`config.mk`:
```
export PLATFORM = sky130hd
export DESIGN_NAME = ym3812_regs
export DESIGN_NICKNAME = d
export VERILOG_FILES = /design/src/rtl/ym3812_regs.sv
export SDC_FILE = /design/constraint.sdc
export NUM_CORES = 1
export LEC_CHECK = 0
export CAP_MARGIN = 20
export CORE_ASPECT_RATIO = 2
export CORE_MARGIN = 3
export CORE_UTILIZATION = 45
export DETAILED_ROUTE_END_ITERATION = 12
export GPL_ROUTABILITY_DRIVEN = 0
export PLACE_DENSITY = 0.74
export SETUP_SLACK_MARGIN = 0.2
export SYNTH_ARGS = -nofsm -noshare
export SYNTH_HDL_FRONTEND = slang
export SYNTH_SLANG_ARGS = --single-unit
export TNS_END_PERCENT = 5
```
`constraint.sdc`:
```
create_clock -name clk -period 3.55 [get_ports clk]
set_input_delay 0.5325 -clock clk [delete_from_list [all_inputs] [get_ports clk]]
set_output_delay 0.5325 -clock clk [all_outputs]
set_load 0.02 [all_outputs]
```
`src/rtl/ym3812_regs.sv`:
```
// ym3812_regs: OPL2 CPU register front end (index/data ports, channel write strobes, operator fields).
// Define YM3812_TIMERS_EN to build the two timers, status byte and irq; otherwise status reads 0x00.
module ym3812_regs #(
  parameter int CLK_HZ = 75000000
) (
  input  logic        clk,
  input  logic        rst,
  input  logic        io_a0,
  input  logic [7:0]  io_din,
  input  logic        io_wr,
  input  logic        io_rd,
  output logic [7:0]  io_dout,
  output logic [7:0]  din,
  output logic [8:0]  wr_an,
  output logic [8:0]  wr_bn,
  output logic [71:0] harmonic,
  output logic [35:0] waveform,
  output logic        irq
);
  localparam int T1_PERIOD = CLK_HZ / 12500;

  logic [7:0]  index;
  logic        wse;
  logic [71:0] mult_q;
  logic [35:0] wave_q;

  logic       wr_index, wr_data;
  logic [4:0] op_off;
  logic [1:0] op_g;
  logic [2:0] op_s;
  logic [4:0] op_k;
  logic       op_ok, sel_a, sel_b, sel_mult, sel_wave;
  logic       unused_rd;

  // Status reads have no side effects, so the read strobe is not needed.
  assign unused_rd = io_rd;

  assign wr_index = io_wr & ~io_a0;
  assign wr_data  = io_wr & io_a0;

  // Operator offset o = 8*g + s maps to operator 6*g + s; s = 6,7 and g = 3 are holes.
  assign op_off = index[4:0];
  assign op_g   = op_off[4:3];
  assign op_s   = op_off[2:0];
  assign op_ok  = (op_g != 2'd3) && (op_s < 3'd6);
  assign op_k   = 5'(op_g) * 5'd6 + 5'(op_s);

  assign sel_a    = wr_data && (index >= 8'hA0) && (index <= 8'hA8);
  assign sel_b    = wr_data && (index >= 8'hB0) && (index <= 8'hB8);
  assign sel_mult = wr_data && (index[7:5] == 3'b001) && op_ok;
  assign sel_wave = wr_data && (index[7:5] == 3'b111) && op_ok;

  always_ff @(posedge clk) begin
    if (rst) begin
      index  <= '0;
      din    <= '0;
      wr_an  <= '0;
      wr_bn  <= '0;
      wse    <= 1'b0;
      mult_q <= '0;
      wave_q <= '0;
    end else begin
      wr_an <= '0;
      wr_bn <= '0;
      if (wr_index) index <= io_din;
      if (sel_a) begin
        din   <= io_din;
        wr_an <= 9'd1 << index[3:0];
      end
      if (sel_b) begin
        din   <= io_din;
        wr_bn <= 9'd1 << index[3:0];
      end
      if (wr_data && (index == 8'h01)) wse <= io_din[5];
      if (sel_mult) mult_q[{op_k, 2'b00} +: 4] <= io_din[3:0];
      if (sel_wave) wave_q[{op_k, 1'b0} +: 2] <= io_din[1:0];
    end
  end

  assign harmonic = mult_q;
  // Stored waveforms survive WSE=0; only the output is forced to sine.
  assign waveform = wse ? wave_q : '0;

`ifdef YM3812_TIMERS_EN
  localparam int PRE_W = $clog2(T1_PERIOD + 1);

  logic [PRE_W-1:0] pre_cnt;
  logic [1:0]       t2_div;
  logic             t1_tick, t2_tick, ctl_wr, ctl_clr, ctl_set;
  logic [7:0]       pre1, pre2, cnt1, cnt2;
  logic             run1, run2, mask1, mask2, flag1, flag2;

  assign t1_tick = (pre_cnt == '0);
  assign t2_tick = t1_tick && (t2_div == 2'd0);
  assign ctl_wr  = wr_data && (index == 8'h04);
  assign ctl_clr = ctl_wr && io_din[7];
  assign ctl_set = ctl_wr && !io_din[7];

  // Free-running 80 us prescaler; T2 ticks on every fourth T1 tick.
  always_ff @(posedge clk) begin
    if (rst) begin
      pre_cnt <= PRE_W'(T1_PERIOD - 1);
      t2_div  <= 2'd3;
    end else if (t1_tick) begin
      pre_cnt <= PRE_W'(T1_PERIOD - 1);
      t2_div  <= t2_div - 2'd1;
    end else begin
      pre_cnt <= pre_cnt - PRE_W'(1);
    end
  end

  always_ff @(posedge clk) begin
    if (rst) begin
      pre1  <= '0;
      pre2  <= '0;
      cnt1  <= '0;
      cnt2  <= '0;
      run1  <= 1'b0;
      run2  <= 1'b0;
      mask1 <= 1'b0;
      mask2 <= 1'b0;
      flag1 <= 1'b0;
      flag2 <= 1'b0;
    end else begin
      if (wr_data && (index == 8'h02)) pre1 <= io_din;
      if (wr_data && (index == 8'h03)) pre2 <= io_din;
      if (ctl_set) begin
        mask1 <= io_din[6];
        mask2 <= io_din[5];
        run1  <= io_din[0];
        run2  <= io_din[1];
      end

      if (ctl_set && io_din[0] && !run1) cnt1 <= pre1;
      else if (run1 && t1_tick) cnt1 <= (cnt1 == 8'hFF) ? pre1 : cnt1 + 8'd1;
      if (ctl_set && io_din[1] && !run2) cnt2 <= pre2;
      else if (run2 && t2_tick) cnt2 <= (cnt2 == 8'hFF) ? pre2 : cnt2 + 8'd1;

      // A clear in the same cycle as an overflow wins; that overflow is lost.
      if (ctl_clr) flag1 <= 1'b0;
      else if (run1 && t1_tick && (cnt1 == 8'hFF) && !mask1) flag1 <= 1'b1;
      if (ctl_clr) flag2 <= 1'b0;
      else if (run2 && t2_tick && (cnt2 == 8'hFF) && !mask2) flag2 <= 1'b1;
    end
  end

  always_ff @(posedge clk) begin
    if (rst) io_dout <= '0;
    else     io_dout <= {flag1 | flag2, flag1, flag2, 5'b0};
  end

  assign irq = flag1 | flag2;
`else
  logic [31:0] unused_period;
  assign unused_period = T1_PERIOD;
  assign io_dout = 8'h00;
  assign irq     = 1'b0;
`endif

endmodule

```
==> summary.md <==
| Metric | Value |
|---|---|
| Synthesized area per cell | 9.636 sq um |
| Inserted Clock Buffers | 17 |
| Synth warnings | 0 |
| # nets final | 829 |
| Post-Synth Adder-Cell Area | 1.860% |
| Util after Layout | 62.05% |
| Gr usage total | 22.65% |
| Max-cap violations | 0 |
| Cell Chain, Critical Path | inv_1 -> ha_1 -> inv_1 -> fa_2 -> xor2_1 -> nand3_1 -> nor4_4 -> buf_4 -> mux2i_1 -> nor2_1 |
| Initial Utilization | 46.22% |
| Largest family of logic cells by synthesized area | simple AND/OR/NAND/NOR gates |
| Finished Cell Area | 8667 sq um |
| FMAX | 317.1 MHz |
| H-tree depth | 4 |
| Synth-to-Final Area Change | 34.24% |
| Final setup vio count | 0 |
| Initial DRC Count | 338 |
| CTS Hold Bufs | 0 |
| Reg clk slew, reported paths | 0.06 ns |
| Final antenna-violating net count | 0 |
| Worst EP arrival | 3.44 ns |
| Lkg Pwr | 0.003589 uW |
| Die ar. | 15910 sq um |
| Clk sinks | 143 |
| XOR/XNOR Fraction of Synth Area | 1.337% |
| Top cell type's share of synthesized area | 44.34% |
| Worst Setup Slack, final | 0.3959 ns |
| Post-route DRC | 0 |
| CTS root buffer | clkbuf_16 |
| HP Class | register to register |
| # rows | 61 |
| Port bufs | 145 |
| Switching Fraction | 25.35% |
| Worst-margin pin slew | 0.8893 ns |
| Critical path's most frequent cell | inv_1 |
| Simple-gate share of the synthesized area | 26.09% |
| Post-synthesis mux area share | 16.45% |
| Reg area | 2863 sq um |
| Die X | 90.70 um |
| Worst endpoint required time | 3.83 ns |
| TritonCTS clock tree | built |
| Seq/Total Area, Yosys | 44.34% |
| Fill cell count | 1205 |
| Post-synthesis cell count | 670 |
| Global-route wire length before repair | 28400 um |
| Fin. max-slew vios | 0 |
| # IOs | 156 |
| Type of destination of the critical path | register |
| Net Switching | 942.2 uW |
| Clock skew | 0.008276 ns |
| Final Hold Viols | 0 |
| Yosys cell types | 54 |
| Detailed-route wire length | 18090 um |
| Share of layout cells above drive strength 1 | 8.049% |
| Initial antenna violation count | 0 |
| Via count | 5340 |
| Ant. Diodes | 0 |
| Power Dens Cells | 428.8 nW/um^2 |
| Worst Setup Start Kind | register |
| Drt wl/cell | 17.93 um |
| Peak supply drop | 0.3372 mV |
| Global route total overflow | 0 |
| Critical path class | register to register |
| Synth area leader | dfxtp_1 |
| Largest net degree at the start of global routing | 70 |
| Syn Std Cell Area | 6456 sq um |
| Tcrit/Tclk final | 88.85% |
| Internal power | 2775 uW |
| Combinational share of power | 7.9% |
| Power share of the clock group | 48.6% |
| Detailed Routing Iterations Pass 1 | 5 |
| Vias in the first global route | 5404 |
| Skew-Pair Late Insertion Delay | 0.42 ns |
| Vias/cell | 5.292 |
| Multi-input logic area | 3366 sq um |
| Yosys reg bits | 143 |
| Outcome | completed |
| Max incr delay on CP | 0.65 ns |
| Crit path max fanout | 6 |
| Core Area | 13970 sq um |
| Post-synth ARST share | 0% |
| Top FF cell, synth | dfxtp_1 |
| Flop pwr share | 43.5% |
| DP Wirelength | 13330 um |
| Slowest cell on the critical path | fa_2 |
| Cell Area, Placed | 8036 sq um |
| Setup_tns | 0 ns |
| Pre-CTS WS | 0.3795 ns |
| Synth area leaders | dfxtp_1, mux2i_1, nand2b_1, and2_1, nor2_1 |
| Relative slew slack | 40.71% |
| CTS Buffer Depth | 2 |
| RSZ-0062 raised after global routing | no |
| Number of synthesized flops with an enable pin | 0 |
| Total power draw | 3717 uW |
| Die height | 175.4 um |
| Synth Area in Compound Gates | 5.659% |
| Tmin final | 3.154 ns |
==> Yosys cell counts (12+ instances only) <==
cell type	number
a21oi_1	20
nor2_1	53
nand3_1	29
mux2i_1	105
o21ai_0	12
nand4_1	15
clkbuf_1	31
nand2b_1	95
nand2_1	19
nor3_1	12
and2_1	41
dfxtp_1	143
==> cell type report <==
cell class	instances	area share [%]
tap	189	2.728
timing repair buffer	162	18.16
multi-input combinational	476	38.83
inverter	7	0.3032
sequential	143	33.03
clock buffer	17	4.908
clock inverter	15	2.036
==> registers in the layout (all words and copies together) (netlist names) <==
signal	flops
harmonic	72
wave_q	36
wr_an	9
wr_bn	9
din	8
index	8
wse	1
==> logic make-up (layout without fill, tap and decap cells) <==
| logic type | after synthesis | in the layout |
|---|---|---|
| AO/OA/AOI/OAI | 53 | 53 |
| XOR/XNOR | 6 | 6 |
| adder cells (fa/ha/maj) | 9 | 9 |
| buffers and inverters | 59 | 201 |
| flip-flops | 143 | 143 |
| multiplexers | 106 | 106 |
| other | 1 | 9 |
| AND/OR/NAND/NOR | 293 | 293 |
==> critical path: cells and delay by family (launching register included) <==
kind          cells  cell delay [ns]
fa+ha+maj         2             0.96
simple gates      3             0.66
flops             1             0.42
xor+xnor          1             0.38
buf+inv           3             0.37
mux               1             0.23
==> repair_timing <==
action	4_1_cts	5_1_grt
gates resized for setup	0	2
setup buffers	0	2
setup endpoints to repair	0	4
hold endpoints to repair	0	0
==> power by group through the flow <==
stage / logic, uW / registers, uW / clock network, uW
2_1_floorplan: 215 / 1650 / 0
4_1_cts: 282 / 1620 / 1830
3_5_place_dp: 280 / 1650 / 0
5_1_grt: 317 / 1620 / 1910
3_3_place_gp: 275 / 1650 / 0
6_report: 294 / 1620 / 1810
==> routing by layer <==
layer	part of all wire, %	up-vias	global-route usage (%)	routed length, um
li1	-	2545	-	-
met1	35	2598	21.89	6405
met2	57	165	44.81	10350
met3	4.8	32	5.229	861
met4	2.6	0	9.207	469
met5	0	-	0	0
==> layout by cell type, fill, tap and decap left out, types with 2 or more instances in the layout <==
cell and instances:
a21oi_1 20, a31oi_1 2, and2_1 41, and3_1 6
and4_1 2, buf_4 17, bufinv_16 2, clkbuf_16 17
clkdlybuf4s50_1 144, clkinv_4 2, conb_1 9, dfxtp_1 143
ha_1 8, inv_1 7, inv_6 6, inv_8 3
mux2i_1 105, nand2_1 19, nand2b_1 95, nand3_1 29
nand3b_1 7, nand4_1 15, nor2_1 53, nor2b_1 2
nor3_1 12, nor4_2 2, o211ai_1 2, o21ai_0 12
o31ai_1 7, xnor2_4 2, xor2_1 2
==> through the flow <==
step                      hold slack, ns  instances
after floorplan                   0.4394        678
after global placement            0.4606        975
after detailed placement          0.4641        975
after CTS                         0.4727       1007
after global routing              0.4969       1009
final                             0.4678       1009
==> path summary, 6_finish.rpt <==
check                          start                        end  slack, ns  cells past startpoint
max            index[4]$_SDFFE_PP0P_  harmonic[68]$_SDFFE_PP0P_       0.40                     10
min          wave_q[30]$_SDFFE_PP0P_    wave_q[30]$_SDFFE_PP0P_       0.47                      2
max reg2reg    index[4]$_SDFFE_PP0P_  harmonic[68]$_SDFFE_PP0P_       0.40                     10
min reg2reg  wave_q[30]$_SDFFE_PP0P_    wave_q[30]$_SDFFE_PP0P_       0.47                      2
No activity file was read; power rests on OpenSTA's default activity.
